`src/rtl/float_to_fixed_param.sv`:
```
// Parametrised float -> two's-complement fixed converter with Begin/ACK handshake.
// Define ROUND_NEAREST_EN for round-half-to-even; otherwise the magnitude is truncated.
module float_to_fixed_param #(
    parameter int EXP_W  = 8,
    parameter int MAN_W  = 23,
    parameter int INT_W  = 8,
    parameter int FRAC_W = 24
) (
    input  logic                     CLK,
    input  logic                     RST_FF_N,
    input  logic                     RST_FSM_FF,
    input  logic                     Begin_FSM_FF,
    input  logic [EXP_W+MAN_W:0]     F,
    output logic                     ACK_FF,
    output logic [INT_W+FRAC_W-1:0]  RESULT,
    output logic                     OVF_FF,
    output logic                     NAN_FF
);

    localparam int OUT_W  = INT_W + FRAC_W;
    localparam int BIAS   = 2**(EXP_W-1) - 1;
    localparam int SIG_W  = MAN_W + 1;
    localparam int WIDE_W = OUT_W + MAN_W + 2;
    localparam int SHA_W  = $clog2(WIDE_W) + 1;
    localparam int SH_W   = EXP_W + SHA_W + 2;
    localparam int RSA_W  = $clog2(MAN_W + 3) + 1;
    localparam int SH_OFS = BIAS + MAN_W - FRAC_W;

    localparam logic signed [SH_W-1:0] L_OVF_S   = SH_W'(OUT_W - MAN_W);
    localparam logic signed [SH_W-1:0] R_FLUSH_S = SH_W'(MAN_W + 2);
    localparam logic [OUT_W:0] LIM_POS = {2'b00, {(OUT_W-1){1'b1}}};
    localparam logic [OUT_W:0] LIM_NEG = {2'b01, {(OUT_W-1){1'b0}}};

    typedef enum logic [2:0] {
        S_IDLE, S_DECODE, S_ALIGN, S_ROUND, S_SAT, S_DONE
    } state_t;

    state_t                   r_state, w_next;
    logic                     r_ack;
    logic [EXP_W+MAN_W:0]     r_op;
    logic                     r_sign, r_zero, r_inf, r_nan;
    logic [SIG_W-1:0]         r_sig;
    logic signed [SH_W-1:0]   r_shift;
    logic [OUT_W:0]           r_mag;
    logic                     r_ovf;
    logic [OUT_W-1:0]         r_result;
    logic                     r_ovf_out, r_nan_out;
`ifdef ROUND_NEAREST_EN
    logic                     r_g, r_s;
    logic                     w_al_g, w_al_s;
    logic [2*MAN_W+3:0]       w_rtmp;
`endif

    logic [EXP_W-1:0]         w_exp;
    logic [MAN_W-1:0]         w_man;
    logic signed [SH_W-1:0]   w_shift, w_neg_shift;
    logic                     w_exp_ones, w_exp_zero, w_man_zero;
    logic [WIDE_W-1:0]        w_wide;
    logic [SIG_W-1:0]         w_rq;
    logic [OUT_W:0]           w_al_mag, w_rnd_mag, w_lim;
    logic                     w_al_ovf, w_rnd_ovf, w_sat;
    logic [OUT_W-1:0]         w_sat_val, w_signed;

    assign w_exp       = r_op[EXP_W+MAN_W-1:MAN_W];
    assign w_man       = r_op[MAN_W-1:0];
    assign w_exp_ones  = &w_exp;
    assign w_exp_zero  = ~|w_exp;
    assign w_man_zero  = ~|w_man;
    assign w_shift     = $signed(SH_W'(w_exp)) - $signed(SH_W'(SH_OFS));
    assign w_neg_shift = -r_shift;

    // Left shifts overflow as soon as the hidden bit reaches bit OUT_W; right shifts
    // beyond MAN_W+2 leave only sticky information.
    always_comb begin
        w_al_mag = '0;
        w_al_ovf = 1'b0;
        w_wide   = '0;
        w_rq     = '0;
`ifdef ROUND_NEAREST_EN
        w_al_g   = 1'b0;
        w_al_s   = 1'b0;
        w_rtmp   = '0;
`endif
        if (!r_shift[SH_W-1]) begin
            if (r_shift >= L_OVF_S) begin
                w_al_ovf = 1'b1;
            end else begin
                w_wide   = WIDE_W'(r_sig) << r_shift[SHA_W-1:0];
                w_al_mag = w_wide[OUT_W:0];
            end
        end else if (w_neg_shift > R_FLUSH_S) begin
`ifdef ROUND_NEAREST_EN
            w_al_s = 1'b1;
`endif
        end else begin
`ifdef ROUND_NEAREST_EN
            w_rtmp = {r_sig, {(MAN_W+3){1'b0}}} >> w_neg_shift[RSA_W-1:0];
            w_rq   = w_rtmp[2*MAN_W+3 -: SIG_W];
            w_al_g = w_rtmp[MAN_W+2];
            w_al_s = |w_rtmp[MAN_W+1:0];
`else
            w_rq   = r_sig >> w_neg_shift[RSA_W-1:0];
`endif
            w_wide   = WIDE_W'(w_rq);
            w_al_ovf = |(w_wide >> OUT_W);
            w_al_mag = w_wide[OUT_W:0];
        end
    end

`ifdef ROUND_NEAREST_EN
    assign w_rnd_mag = r_mag + (OUT_W+1)'(r_g & (r_s | r_mag[0]));
`else
    assign w_rnd_mag = r_mag;
`endif
    assign w_rnd_ovf = r_ovf | w_rnd_mag[OUT_W];

    assign w_lim     = r_sign ? LIM_NEG : LIM_POS;
    assign w_sat     = r_inf | r_ovf | (r_mag > w_lim);
    assign w_sat_val = r_sign ? {1'b1, {(OUT_W-1){1'b0}}} : {1'b0, {(OUT_W-1){1'b1}}};
    assign w_signed  = r_sign ? (-r_mag[OUT_W-1:0]) : r_mag[OUT_W-1:0];

    always_comb begin
        w_next = r_state;
        if (RST_FSM_FF) begin
            w_next = S_IDLE;
        end else begin
            case (r_state)
                S_IDLE:   if (Begin_FSM_FF) w_next = S_DECODE;
                S_DECODE: w_next = S_ALIGN;
                S_ALIGN:  w_next = S_ROUND;
                S_ROUND:  w_next = S_SAT;
                S_SAT:    w_next = S_DONE;
                S_DONE:   if (!Begin_FSM_FF) w_next = S_IDLE;
                default:  w_next = S_IDLE;
            endcase
        end
    end

    always_ff @(posedge CLK or negedge RST_FF_N) begin
        if (!RST_FF_N) begin
            r_state <= S_IDLE;
            r_ack   <= 1'b0;
        end else begin
            r_state <= w_next;
            r_ack   <= (w_next == S_DONE);
        end
    end

    always_ff @(posedge CLK or negedge RST_FF_N) begin
        if (!RST_FF_N) begin
            r_op      <= '0;
            r_sign    <= 1'b0;
            r_zero    <= 1'b0;
            r_inf     <= 1'b0;
            r_nan     <= 1'b0;
            r_sig     <= '0;
            r_shift   <= '0;
            r_mag     <= '0;
            r_ovf     <= 1'b0;
            r_result  <= '0;
            r_ovf_out <= 1'b0;
            r_nan_out <= 1'b0;
`ifdef ROUND_NEAREST_EN
            r_g       <= 1'b0;
            r_s       <= 1'b0;
`endif
        end else if (!RST_FSM_FF) begin
            case (r_state)
                S_IDLE: if (Begin_FSM_FF) r_op <= F;
                S_DECODE: begin
                    r_sign  <= r_op[EXP_W+MAN_W];
                    r_sig   <= {1'b1, w_man};
                    r_shift <= w_shift;
                    r_zero  <= w_exp_zero;
                    r_inf   <= w_exp_ones & w_man_zero;
                    r_nan   <= w_exp_ones & ~w_man_zero;
                end
                S_ALIGN: begin
                    r_mag <= w_al_mag;
                    r_ovf <= w_al_ovf;
`ifdef ROUND_NEAREST_EN
                    r_g   <= w_al_g;
                    r_s   <= w_al_s;
`endif
                end
                S_ROUND: begin
                    r_mag <= w_rnd_mag;
                    r_ovf <= w_rnd_ovf;
                end
                S_SAT: begin
                    // Class precedence: NaN, then zero/denormal flush, then saturation.
                    if (r_nan) begin
                        r_result  <= '0;
                        r_ovf_out <= 1'b0;
                        r_nan_out <= 1'b1;
                    end else if (r_zero) begin
                        r_result  <= '0;
                        r_ovf_out <= 1'b0;
                        r_nan_out <= 1'b0;
                    end else if (w_sat) begin
                        r_result  <= w_sat_val;
                        r_ovf_out <= 1'b1;
                        r_nan_out <= 1'b0;
                    end else begin
                        r_result  <= w_signed;
                        r_ovf_out <= 1'b0;
                        r_nan_out <= 1'b0;
                    end
                end
                default: ;
            endcase
        end
    end

    assign ACK_FF = r_ack;
    assign RESULT = r_result;
    assign OVF_FF = r_ovf_out;
    assign NAN_FF = r_nan_out;

endmodule

```
`config.mk`:
```
export PLATFORM = sky130hd
export DESIGN_NAME = float_to_fixed_param
export DESIGN_NICKNAME = d
export VERILOG_FILES = /design/src/rtl/float_to_fixed_param.sv
export SDC_FILE = /design/constraint.sdc
export NUM_CORES = 1
export LEC_CHECK = 0
export BUFFER_PORTS_ARGS = -buffer_cell sky130_fd_sc_hd__buf_2
export CORE_ASPECT_RATIO = 0.5
export CORE_UTILIZATION = 55
export CTS_BUF_LIST = sky130_fd_sc_hd__clkbuf_16
export CTS_CLUSTER_SIZE = 16
export DETAILED_ROUTE_END_ITERATION = 6
export PLACE_DENSITY = 0.74
export SLEW_MARGIN = 10
export SYNTH_ARGS = -nofsm -noshare
export SYNTH_HDL_FRONTEND = slang
export SYNTH_SLANG_ARGS = --single-unit
```
`constraint.sdc`:
```
create_clock -name CLK -period 7.9 [get_ports CLK]
set_input_delay 0.395 -clock CLK [delete_from_list [all_inputs] [get_ports CLK]]
set_output_delay 0.395 -clock CLK [all_outputs]
set_load 0.005 [all_outputs]
```
Yosys cells after proc, flatten, opt, wreduce, memory -nomap -nowiden
Index checks and enable logic that the tools add are counted.
- flip-flop bits (word level): 149
- logic and storage cells: 66
- add/subtract/negate cells: 3
- magnitude comparators: 3
- eq/ne operators: 6
- shift-type cells: 2
- muxes and demuxes: 20
- bitwise logic cells: 6
- reduce and logical (&&, ||, !) cells: 12
- operators by type and width (kind ; number):
    two-way mux 32 bit ; 6
    two-way mux 33 bit ; 2
    greater-than comparator 33 x 32 -> 1 bit ; 1
    left shift 24 x 7 -> 33 bit ; 1
    negator 32 bit ; 1
    two-way mux 24 bit ; 1
    right shift 24 x 6 -> 24 bit ; 1
    OR reduction 23 bit ; 1
    one-hot mux 3 bit (6 select lines) ; 1
    >= comparator 17 x 5 -> 1 bit (second input constant) ; 1
    greater-than comparator 17 x 6 -> 1 bit (second input constant) ; 1
    negator 17 bit ; 1
    == test 3 bit (second input constant) ; 3
    two-way mux 3 bit ; 3
    subtractor 8 x 7 -> 9 bit (second input constant) ; 1
    AND reduction 2 bit ; 4
    AND reduction 8 bit ; 1
    OR reduction 8 bit ; 1
    == test 3 x 2 -> 1 bit (second input constant) ; 2
    two-way mux 1 bit ; 6
    == test 3 x 1 -> 1 bit (second input constant) ; 1
    logical NOT 3 bit ; 1
    OR 1 bit ; 3
    AND reduction 3 bit ; 1
    5 further kinds ; 7

Longest topological paths before layout
Gate-level depths: netlist of run 1.
- depth in word-level cells: 6
- mapped depth: 14
- gate-level depth less buffers: 9

Worst setup path after synthesis of run 1
OpenSTA, ideal clock, no wires.
- kind: flip-flop to flip-flop
- start point: register r_shift[1]
- end point: register r_mag[2]
- setup time: 0.136 ns
- arrival time: 3.320 ns
- required time: 7.764 ns
- slack: 4.444 ns
- cell stages (with the launch flop): 15
- clock period less this slack: 3.456 ns
- path through: dfrtp_1 -> buf_2 -> buf_1 -> clkbuf_1 -> inv_1 -> ha_1 -> clkbuf_1 -> clkbuf_1 -> mux2_2 -> mux2i_1 -> nor2_1 -> a21oi_1 -> o22ai_1 -> a22oi_1 -> o21ai_0
- word-level cells in the longest chain between the ends: 4
- ends and longest elaborated chain (element ; RTL line ; RTL):
    start: declaration ; 43 ; logic signed [SH_W-1:0] r_shift;
    start signal: assignment ; 173 ; r_shift <= w_shift;
    negator 17 bit ; 70 ; assign w_neg_shift = -r_shift;
    greater-than comparator 17 x 6 -> 1 bit or right shift 24 x 6 -> 24 bit (tied branches) ; 91, 102 ;
    two-way mux 24 bit ; 91 ; end else if (w_neg_shift > R_FLUSH_S) begin
    two-way mux 33 bit (*) ; 84 ; if (!r_shift[SH_W-1]) begin
    end signal: assignment ; 179 ; r_mag <= w_al_mag;
    end signal: assignment ; 187 ; r_mag <= w_rnd_mag;
    end: declaration ; 44 ; logic [OUT_W:0] r_mag;
Every way passes the cells marked *; elsewhere a longest branch is shown, timed or not.
A chain may end at the register's enable or synchronous reset.

Worst setup path after layout of run 1
- start point: register r_shift[0]
- end point: register r_mag[20]
Same word-level chain as after synthesis.

==> metrics, run 1 <==
status finished, final reports clean; layout cell share with drive strength beyond 1 0.195; Post-DP Area 10100 um^2; first-pass GRT wire length about 42000 um; Max Freq about 200 MHz; GRT met1 Usage 0.449; cell taking the most area after synthesis dfrtp_1; Critical Path Source r_shift[0]; Placeable Area 16800 um^2; Rows 33; root buf cell clkbuf_16; Detailed Routing Iterations Pass 1 5; HPWL after DPL 19200 um; asr flop ratio synth 1.00; CP cell instances inv_1 -> ha_1 -> xor2_2 -> o21ai_0 -> nand3_1 -> a31oi_1 -> or4_4 -> or3_1 -> o21ai_1; cell family with most CP delay flip-flops; Rel. slew slack 0.219; Mapped Area roughly 9700 um^2; fillers 1400; Worst-Margin Slew ~1.2 ns; Ant. Diodes 0; Slew Viols, Final 0; clock transition at the registers of the reported paths 0.07 ns; syn nets ~1100; Setup Skew 0.0122 ns; Yosys cell types 71; initial antenna violation count 0; chip width 190 um; die area 18200 um^2; RD Place Congestion about 0.92; RSZ-0062 raised after global routing no; PortBufs 70; Startpoint Class flop; Req. time, crit path 8.24 ns; top cells by area in the synthesized netlist dfrtp_1 36%, mux2_2 6.6%, nand2_1 6.3%; detailed-route wire length 26500 um; met2 usage 0.464; Worst Path Max Fanout 48; CTS HTree Levels 4; nets 1160; EDFF count, synth 0; Hold Path Class input pin to flop; vias in the first global route 7803; Leakage Power 4.85 nW; register area share after synthesis 0.364; Setup TNS 0 ns; top_reg_cell synth dfrtp_1; grt total ovfl 0; max_cap viols 0; clk sink count 141; Mapped Cells 1054; Final period util 0.625; most used routing layer met2; TritonCTS Buffers 17; Final Cell Area approximately 11000 um^2; Clock Latency Late Sink 0.43 ns; total track usage 0.304; wire per inst 20.0 um; final hold viol count 0; largest net degree at the start of global routing between 70 and 80; buffers and inverters on the worst path 1; Critical Path AT about 5.3 ns; initial drt markers 848; via count 8506; RR Startpoint r_shift[0]; CTS tree done; Initial Util 0.577; CP Class flop to flop; height of the die around 96 um; Slowest cell on crit path dfrtp_2; synthesized area per cell 9.21 um^2; Worst setup EP type flop; Vias/cell 6.42; Residual DRC 0; GR Util met3 0.0470; Hold Crit Start RST_FSM_FF; top cell type's share of synthesized area 0.364; Routed Antenna Nets 0; CP peak stage delay approximately 1.2 ns; register bit total from synthesis 141; peak supply drop 0.273 mV; io pins 71; Pwr Density 466 nW/um^2; Synthesis Warnings 0; final setup fails 0; min cycle time layout 4.94 ns; tightest hold margin about 0.19 ns; Max Buffers Root-to-Sink 2; Synth-to-Final Area Change 10.1%
[flip-flops by register name, indices dropped and copies added, names as in the netlist]
| register | cells |
|---|---|
| OVF_FF | 1 |
| r_inf | 1 |
| RESULT | 32 |
| r_mag | 33 |
| r_op | 32 |
| NAN_FF | 1 |
| ACK_FF | 1 |
| r_shift | 9 |
| r_sign | 1 |
| r_zero | 1 |
| r_state | 3 |
| r_nan | 1 |
| r_ovf | 1 |
| r_sig | 24 |
[power breakdown]
group	total, W	switching (W)	internal, W
registers	0.00142	0.000448	0.000976
logic	0.00282	0.00164	0.00118
clock network	0.000741	0.000315	0.000426
total	0.00498	0.00240	0.00258
[layer usage]
layer / part of all wire / routed length (um)
met5: 0 / 0
met4: 0.014 / 375
met3: 0.073 / 1930
met2: 0.43 / 11500
met1: 0.48 / 12700
[worst paths after layout]
check,to,slack (ns),depth (start not counted)
worst max-delay path,r_mag[20],2.96,9
worst min register to register,r_ovf,0.49,1
max in group asynchronous,r_shift[0],5.93,3
worst max register to register,r_mag[20],2.96,9
min in group asynchronous,RESULT[25],0.51,2
worst min-delay path,r_state[2],0.19,2
[final cells by class]
type	instances	area [um^2]	share of cell area
Multi-Input combinational cell	828	5830	0.546
Sequential cell	141	3530	0.330
Timing Repair Buffer	82	449	0.0420
Clock buffer	17	425	0.0398
Tap cell	227	284	0.0266
Clock inverter	14	106	0.00995
Inverter	16	60.1	0.00562
[logic make-up after synthesis]
logic type | Yosys count | synth area share
AOI/OAI and AO/OA | 256 | 0.172
adders and majority gates | 38 | 0.0490
buffers and inverters | 85 | 0.0365
and+or+nand+nor | 375 | 0.180
xor gates and xnor gates | 20 | 0.0181
DFF | 141 | 0.364
muxes | 139 | 0.180
[worst reg2reg max path, cell delays in order, from the launching register on]
cell	delay [ns]
dfrtp_2	1.15
inv_1	0.73
ha_1	0.50
xor2_2	0.89
o21ai_0	0.22
nand3_1	0.15
a31oi_1	0.11
or4_4	0.52
or3_1	0.40
o21ai_1	0.17
[timing repair]
| item | in CTS | in global routing |
|---|---|---|
| endpoints found under the hold margin | 35 | 0 |
| buffers inserted | 0 | 0 |
| resized for setup | 0 | 0 |
| hold buffers | 1 | 0 |
[cells in the mapped netlist, drive strengths merged (6+ instances only)]
cell,count
a211oi,10
a21o,6
a21oi,61
a221oi,19
a22o,11
a22oi,10
and2,6
buf,17
clkbuf,52
dfrtp,141
ha,38
inv,16
mux2,57
mux2i,59
mux4,23
nand2,164
nand3,22
nand4,13
nor2,84
nor2b,8
nor3,27
nor4,12
o21ai,76
o221ai,6
o22ai,13
o31ai,9
or3,9
or4,6
xnor2,9
xor2,11
[cells in the final DEF (no fill, tap or decap), types with 4 or more instances in the layout]
cell,n
a2111oi_0,4
a211oi_1,10
a21o_1,5
a21oi_1,61
a221oi_1,19
a22o_1,11
a22oi_1,10
a31oi_1,5
and2_1,6
and3_1,4
buf_2,69
buf_4,11
clkbuf_16,17
clkinv_2,7
dfrtp_1,140
ha_1,38
inv_1,16
mux2_2,57
mux2i_1,59
mux4_2,23
nand2_1,164
nand2b_1,5
nand3_1,22
nand4_1,13
nor2_1,84
nor2b_1,8
nor3_1,25
nor4_1,11
o21a_1,5
o21ai_0,66
o21ai_1,10
o221ai_1,6
o22ai_1,13
o31ai_1,8
or3_1,7
xnor2_1,9
xor2_1,10
[stage by stage]
stage / utilization / total power, W / instances / worst slack, ns
floorplan: - / 0.00336 / 1054 / 4.44
detailed placement: 0.604 / 0.00416 / 1293 / 2.99
global route: 0.636 / 0.00532 / 1325 / 2.52
CTS: 0.636 / 0.00492 / 1325 / 2.96
global placement: 0.604 / 0.00409 / 1293 / 3.13
finish: 0.636 / 0.00498 / 1325 / 2.96
No activity file was read; power rests on OpenSTA's default activity.
==> run 2, diff against run 1 <==
==> constraint.sdc (replaced) <==
create_clock -name CLK -period 4.67 [get_ports CLK]
set_input_delay 0.2335 -clock CLK [delete_from_list [all_inputs] [get_ports CLK]]
set_output_delay 0.2335 -clock CLK [all_outputs]
set_load 0.005 [all_outputs]
==> run 2 against run 1 <==
Count of clock-buffer cells in the layout did not move. Register-to-register slack got worse by 1.8 ns. Cell count rose by 0.38%. Critical path type unchanged.
==> metrics, run 2 (synthesized netlist as in run 1, its figures left out) <==
internal power 0.00450 W (was 0.00258 W); CTS HTree Levels 4 (unchanged); grt total ovfl 0 (unchanged); R2R cell count 9 (unchanged); min cycle time layout 3.48 ns (was 4.94 ns); dpl ws 1.16 ns (was 2.99 ns); Vias/cell 6.35 (was 6.42); final setup fails 0 (unchanged); clock share of power 0.162 (was 0.149); CP most frequent cell a21o_1; RD Place Congestion 0.938 (was 0.921); Setup Skew 0.00787 ns (was 0.0122 ns); Max Buffers Root-to-Sink 2 (unchanged); final hold viol count 0 (unchanged); Worst Path Max Fanout 50 (was 48); clock transition at the registers of the reported paths 0.06 ns (was 0.07 ns); Placeable Area 16800 um^2 (unchanged); chip width 190 um (unchanged); RSZ-0062 raised after global routing no (unchanged); detailed-route wire length 27400 um (was 26500 um); Worst-Margin Slew 1.11 ns (was 1.17 ns); CTS tree done (unchanged); max_cap viols 0 (unchanged); postcts setup bufs 0 (unchanged); wire per inst 20.6 um (was 20.0 um); HPWL after DPL 19600 um (was 19200 um); PortBufs 70 (unchanged); CP Class flop to flop (unchanged); clk sink count 141 (unchanged); Critical Path AT 3.82 ns (was 5.28 ns); Detailed Routing Iterations Pass 1 5 (unchanged); TritonCTS Buffers 17 (unchanged); nets 1164 (was 1160); layout cell share with drive strength beyond 1 0.199 (was 0.195); switching pwr 0.00409 W (was 0.00240 W); CP peak stage delay 0.52 ns (was 1.15 ns); Slowest cell on crit path a2111oi_0 (was dfrtp_2); Clock Latency Late Sink 0.43 ns (about the same); Rel. slew slack 0.262 (was 0.219); Routed Antenna Nets 0 (unchanged); Residual DRC 0 (unchanged); via count 8451 (was 8506); Leakage Power 4.89 nW (was 4.85 nW); peak supply drop 0.368 mV (was 0.273 mV); Sw Ratio 0.476 (was 0.482); root buf cell clkbuf_16 (unchanged); initial drt markers 818 (was 848); initial antenna violation count 0 (unchanged); Startpoint Class flop (unchanged); Hold Crit Depth 2 (unchanged); final worst slack 1.19 ns (was 2.96 ns); Hold Crit Start RST_FSM_FF (unchanged); total track usage 0.317 (was 0.304); Slew Viols, Final 0 (unchanged); Req. time, crit path 5.00 ns (was 8.24 ns); R2R Setup Slk 1.19 ns (was 2.96 ns); io pins 71 (unchanged); r2r endpoint RESULT[27] (was r_mag[20]); Setup TNS 0 ns (unchanged); first-pass GRT wire length 43900 um (was 42300 um); Synth-to-Final Area Change 11.1% (was 10.1%); CP cell instances buf_4 -> ha_1 -> a21o_1 -> a21o_1 -> a2111oi_0 -> o211a_1 -> a21o_2 -> nand2_1 -> o21ai_0 (was inv_1 -> ha_1 -> xor2_2 -> o21ai_0 -> nand3_1 -> a31oi_1 -> or4_4 -> or3_1 -> o21ai_1); part of the power in combinational logic 0.566 (about the same); die area 18200 um^2 (unchanged); Ant. Diodes 0 (unchanged); Initial Util 0.577 (unchanged); Hold Path Class input pin to flop (unchanged); WHS Endpoint r_state[2] (unchanged); height of the die 95.9 um (unchanged); Final period util 0.746 (was 0.625); commonest cells after routing, fill and taps aside 164 x nand2_1, 140 x dfrtp_1, 84 x nor2_1, 69 x buf_2, 66 x o21ai_0 (unchanged); Top reg by flops r_mag (unchanged); largest net degree at the start of global routing 108 (was 74); Max Freq 287 MHz (was 202 MHz); RR Startpoint r_sign (was r_shift[0]); vias in the first global route 7905 (was 7803); commonest non-fill, non-tap cell in the layout nand2_1 (unchanged); status finished, final reports clean (unchanged); Worst setup EP type flop (unchanged); Rows 33 (unchanged); max FFs per register 33 (unchanged); Pwr Density 797 nW/um^2 (was 466 nW/um^2); Sequential Power Share 0.272 (was 0.286)
[run 2: cell types whose count changed in the layout (fill, tap and decap cells not counted), sizes merged]
cell      previous run  this run
clkinv              10         5
clkinvlp             1         3
bufinv               1         3
inv                 18        20
buf                 81        85
[run 2: area by class of cell]
| class | instances | area, um^2 |
|---|---|---|
| flip-flops and latches | 141 | 3530 |
| fillers | 1424 | 6020 |
| multi-input cells | 828 | 5830 |
| repair buffers | 86 | 479 |
| clock inverters | 15 | 174 |
| well taps | 227 | 284 |
| inverters | 16 | 60.1 |
| clock buffers | 17 | 425 |
[run 2: worst max path at each step]
stage                       to  startpoint  cells after the start
global route         RESULT[0]      r_sign                      9
detailed placement  RESULT[27]      r_sign                      9
finish              RESULT[27]      r_sign                      9
CTS                 RESULT[27]      r_sign                      9
floorplan             r_mag[2]  r_shift[1]                     14
global placement     RESULT[0]      r_sign                      9
[run 2: critical path, delay by kind of cell, from the launching register on]
family	cells	cell delay (ns)
buf+inv	1	0.48
fa+ha+maj	1	0.35
flops	1	0.34
simple gates	1	0.40
compound gates	6	1.79
[run 2: power by group through the flow]
stage	combinational [W]	sequential [W]	clock, W
2_1_floorplan	0.00361	0.00208	0
3_3_place_gp	0.00467	0.00230	0
3_5_place_dp	0.00473	0.00234	0
4_1_cts	0.00478	0.00232	0.00141
5_1_grt	0.00533	0.00241	0.00147
6_report	0.00486	0.00234	0.00140
[run 2: stage by stage]
stage	hold slack, ns	std cells	power, W	utilization	instance area, um^2
2_1_floorplan	-0.0621	1054	0.00569	-	9700
3_3_place_gp	0.397	1297	0.00697	0.605	10200
3_5_place_dp	0.404	1297	0.00707	0.605	10200
4_1_cts	0.00455	1330	0.00851	0.642	10800
5_1_grt	0.0226	1330	0.00921	0.642	10800
6_report	0.0162	1330	0.00859	0.642	10800
[run 2: per-layer routing]
| metal | wire length [um] | track usage |
|---|---|---|
| met5 | 0 | 0 |
| met4 | 440 | 0.0813 |
| met3 | 1920 | 0.0605 |
| met2 | 11900 | 0.481 |
| met1 | 13100 | 0.465 |
[run 2: what timing repair did]
action,in CTS,in global routing
hold buffers,1,0
endpoints found under the setup margin,0,0
resized for setup,0,0
hold endpoints to repair,60,0
==> run 3, diff against run 2 <==
--- a/config.mk
+++ b/config.mk
@@ -11,7 +11,7 @@
 export CTS_BUF_LIST = sky130_fd_sc_hd__clkbuf_16
 export CTS_CLUSTER_SIZE = 16
 export DETAILED_ROUTE_END_ITERATION = 6
-export PLACE_DENSITY = 0.74
+export PLACE_DENSITY = 0.77
 export SLEW_MARGIN = 10
 export SYNTH_ARGS = -nofsm -noshare
 export SYNTH_HDL_FRONTEND = slang
==> constraint.sdc (replaced) <==
create_clock -name CLK -period 3.2 [get_ports CLK]
set_input_delay 0.16 -clock CLK [delete_from_list [all_inputs] [get_ports CLK]]
set_output_delay 0.16 -clock CLK [all_outputs]
set_load 0.005 [all_outputs]
==> run 3 against run 2 <==
Highest routed layer unchanged. Cell count is 4.2% higher. Critical path type unchanged. Fmax is 15% higher. Die area stayed put.
==> metrics, run 3 (synthesized netlist as in run 1, its figures left out) <==
status finished, final reports clean (unchanged); clock transition at the registers of the reported paths 0.06 ns (about the same); largest net degree at the start of global routing 64 (was 108); Final period util 0.945 (was 0.746); Critical Path AT 3.31 ns (was 3.82 ns); min cycle time layout 3.02 ns (was 3.48 ns); Worst Path Max Fanout 18 (was 50); TritonCTS Buffers 17 (unchanged); Setup Skew 0.00795 ns (was 0.00787 ns); max FFs per register 33 (unchanged); commonest cells after routing, fill and taps aside 163 x nand2_1, 139 x dfrtp_1, 84 x nor2_1, 69 x buf_2, 66 x o21ai_0 (was 164 x nand2_1, 140 x dfrtp_1, 84 x nor2_1, 69 x buf_2, 66 x o21ai_0); die area 18200 um^2 (unchanged); Clock Latency Late Sink 0.42 ns (was 0.43 ns); CP cell instances ha_1 -> a21o_1 -> a21o_1 -> a2111oi_1 -> o211a_1 -> a2111oi_4 -> buf_4 -> a221oi_1 -> o21ai_0 (was buf_4 -> ha_1 -> a21o_1 -> a21o_1 -> a2111oi_0 -> o211a_1 -> a21o_2 -> nand2_1 -> o21ai_0); via count 8819 (was 8451); Detailed Routing Iterations Pass 1 5 (unchanged); total track usage 0.327 (was 0.317); root buf cell clkbuf_16 (unchanged); HPWL after DPL 20100 um (was 19600 um); first-pass GRT wire length 45700 um (was 43900 um); io pins 71 (unchanged); Max Buffers Root-to-Sink 2 (unchanged); final setup fails 0 (unchanged); tightest hold margin 0.170 ns (was 0.0162 ns); Final Cell Area 11300 um^2 (was 10800 um^2); Rel. slew slack 0.515 (was 0.262); Hold Path Class input pin to flop (unchanged); CP peak stage delay 0.61 ns (was 0.52 ns); final hold viol count 0 (unchanged); layout cell share with drive strength beyond 1 0.210 (was 0.199); clk sink count 141 (unchanged); Leakage Power 5.13 nW (was 4.89 nW); CTS HTree Levels 4 (unchanged); CTS tree done (unchanged); Slew Viols, Final 0 (unchanged); Initial Util 0.577 (unchanged); Max Freq 331 MHz (was 287 MHz); dpl cells 1320 (was 1297); peak supply drop 0.565 mV (was 0.368 mV); Setup TNS 0 ns (unchanged); max_cap viols 0 (unchanged); buffers and inverters on the worst path 1 (unchanged); Slowest cell on crit path dfrtp_2 (was a2111oi_0); RR Startpoint r_sign (unchanged); CP Class flop to flop (unchanged); initial antenna violation count 0 (unchanged); nets 1220 (was 1164); Top reg by flops r_mag (unchanged); Pwr Density 1130 nW/um^2 (was 797 nW/um^2); RD Place Congestion 1.04 (was 0.938); Ant. Diodes 0 (unchanged); Hold Crit Start Begin_FSM_FF (was RST_FSM_FF); Vias/cell 6.36 (was 6.35); vias in the first global route 8362 (was 7905); Rows 33 (unchanged); Worst setup EP type flop (unchanged); RSZ-0062 raised after global routing no (unchanged); Placeable Area 16800 um^2 (unchanged); Synth-to-Final Area Change 16.1% (was 11.1%); CP most frequent cell a21o_1 (unchanged); cell family with most CP delay compound AO/OA/AOI/OAI gates (unchanged); Startpoint Class flop (unchanged); Req. time, crit path 3.49 ns (was 5.00 ns); grt total ovfl 0 (unchanged); Routed Antenna Nets 0 (unchanged); chip width 190 um (unchanged); Worst-Margin Slew 0.722 ns (was 1.11 ns); height of the die 95.9 um (unchanged); Post-DP Area 10400 um^2 (was 10200 um^2); commonest non-fill, non-tap cell in the layout nand2_1 (unchanged); wire per inst 20.2 um (was 20.6 um); postcts setup bufs 0 (unchanged); Residual DRC 0 (unchanged); initial drt markers 1014 (was 818); fin cells 1386 (was 1330); PortBufs 70 (unchanged); detailed-route wire length 28100 um (was 27400 um); Critical Path Source r_sign (unchanged)
-- run 3: final cells by class --
cell class | count | area (um^2)
Clock buffer | 17 | 425
Clock inverter | 15 | 124
Fill cell | 1356 | 5540
Inverter | 16 | 60.1
Multi-Input combinational cell | 828 | 5830
Sequential cell | 141 | 3530
Tap cell | 227 | 284
Timing Repair Buffer | 142 | 1010
-- run 3: report_power, final --
group          switching (W)  internal (W)  total (W)
Clock               0.000811       0.00107    0.00188
Combinational        0.00434       0.00313    0.00746
Sequential          0.000949       0.00241    0.00336
-- run 3: through the flow --
stage	power [W]	worst slack, ns	util
floorplan	0.00831	0.00271	-
global placement	0.0104	0.177	0.617
detailed placement	0.0105	0.0442	0.617
CTS	0.0125	0.0623	0.670
global route	0.0135	0.0134	0.670
finish	0.0127	0.175	0.670
-- run 3: path summary, 6_finish.rpt --
check | slack [ns] | to | cells after the start
max | 0.18 | RESULT[10] | 9
min | 0.17 | r_state[0] | 3
max reg2reg | 0.18 | RESULT[10] | 9
min reg2reg | 0.48 | r_ovf | 1
max in group asynchronous | 2.16 | RESULT[1] | 3
min in group asynchronous | 0.29 | RESULT[26] | 2
-- run 3: routing by layer --
metal	part of all wire	routed length (um)	vias to the layer above	global-route usage
li1	-	-	4092	-
met2	0.44	12300	430	0.517
met5	0	0	-	0
met1	0.47	13100	4244	0.471
met4	0.020	560	0	0.0948
met3	0.076	2120	53	0.0437
-- run 3: worst reg2reg max path: stages (launching register included) --
cell	delay, ns
dfrtp_2	0.61
ha_1	0.33
a21o_1	0.16
a21o_1	0.16
a2111oi_1	0.58
o211a_1	0.34
a2111oi_4	0.10
buf_4	0.21
a221oi_1	0.27
o21ai_0	0.14
-- run 3: what timing repair did --
item | CTS | global route
setup endpoints to repair | 0 | 21
hold endpoints to repair | 95 | 0
hold buffers | 34 | 0
gates resized for setup | 0 | 2
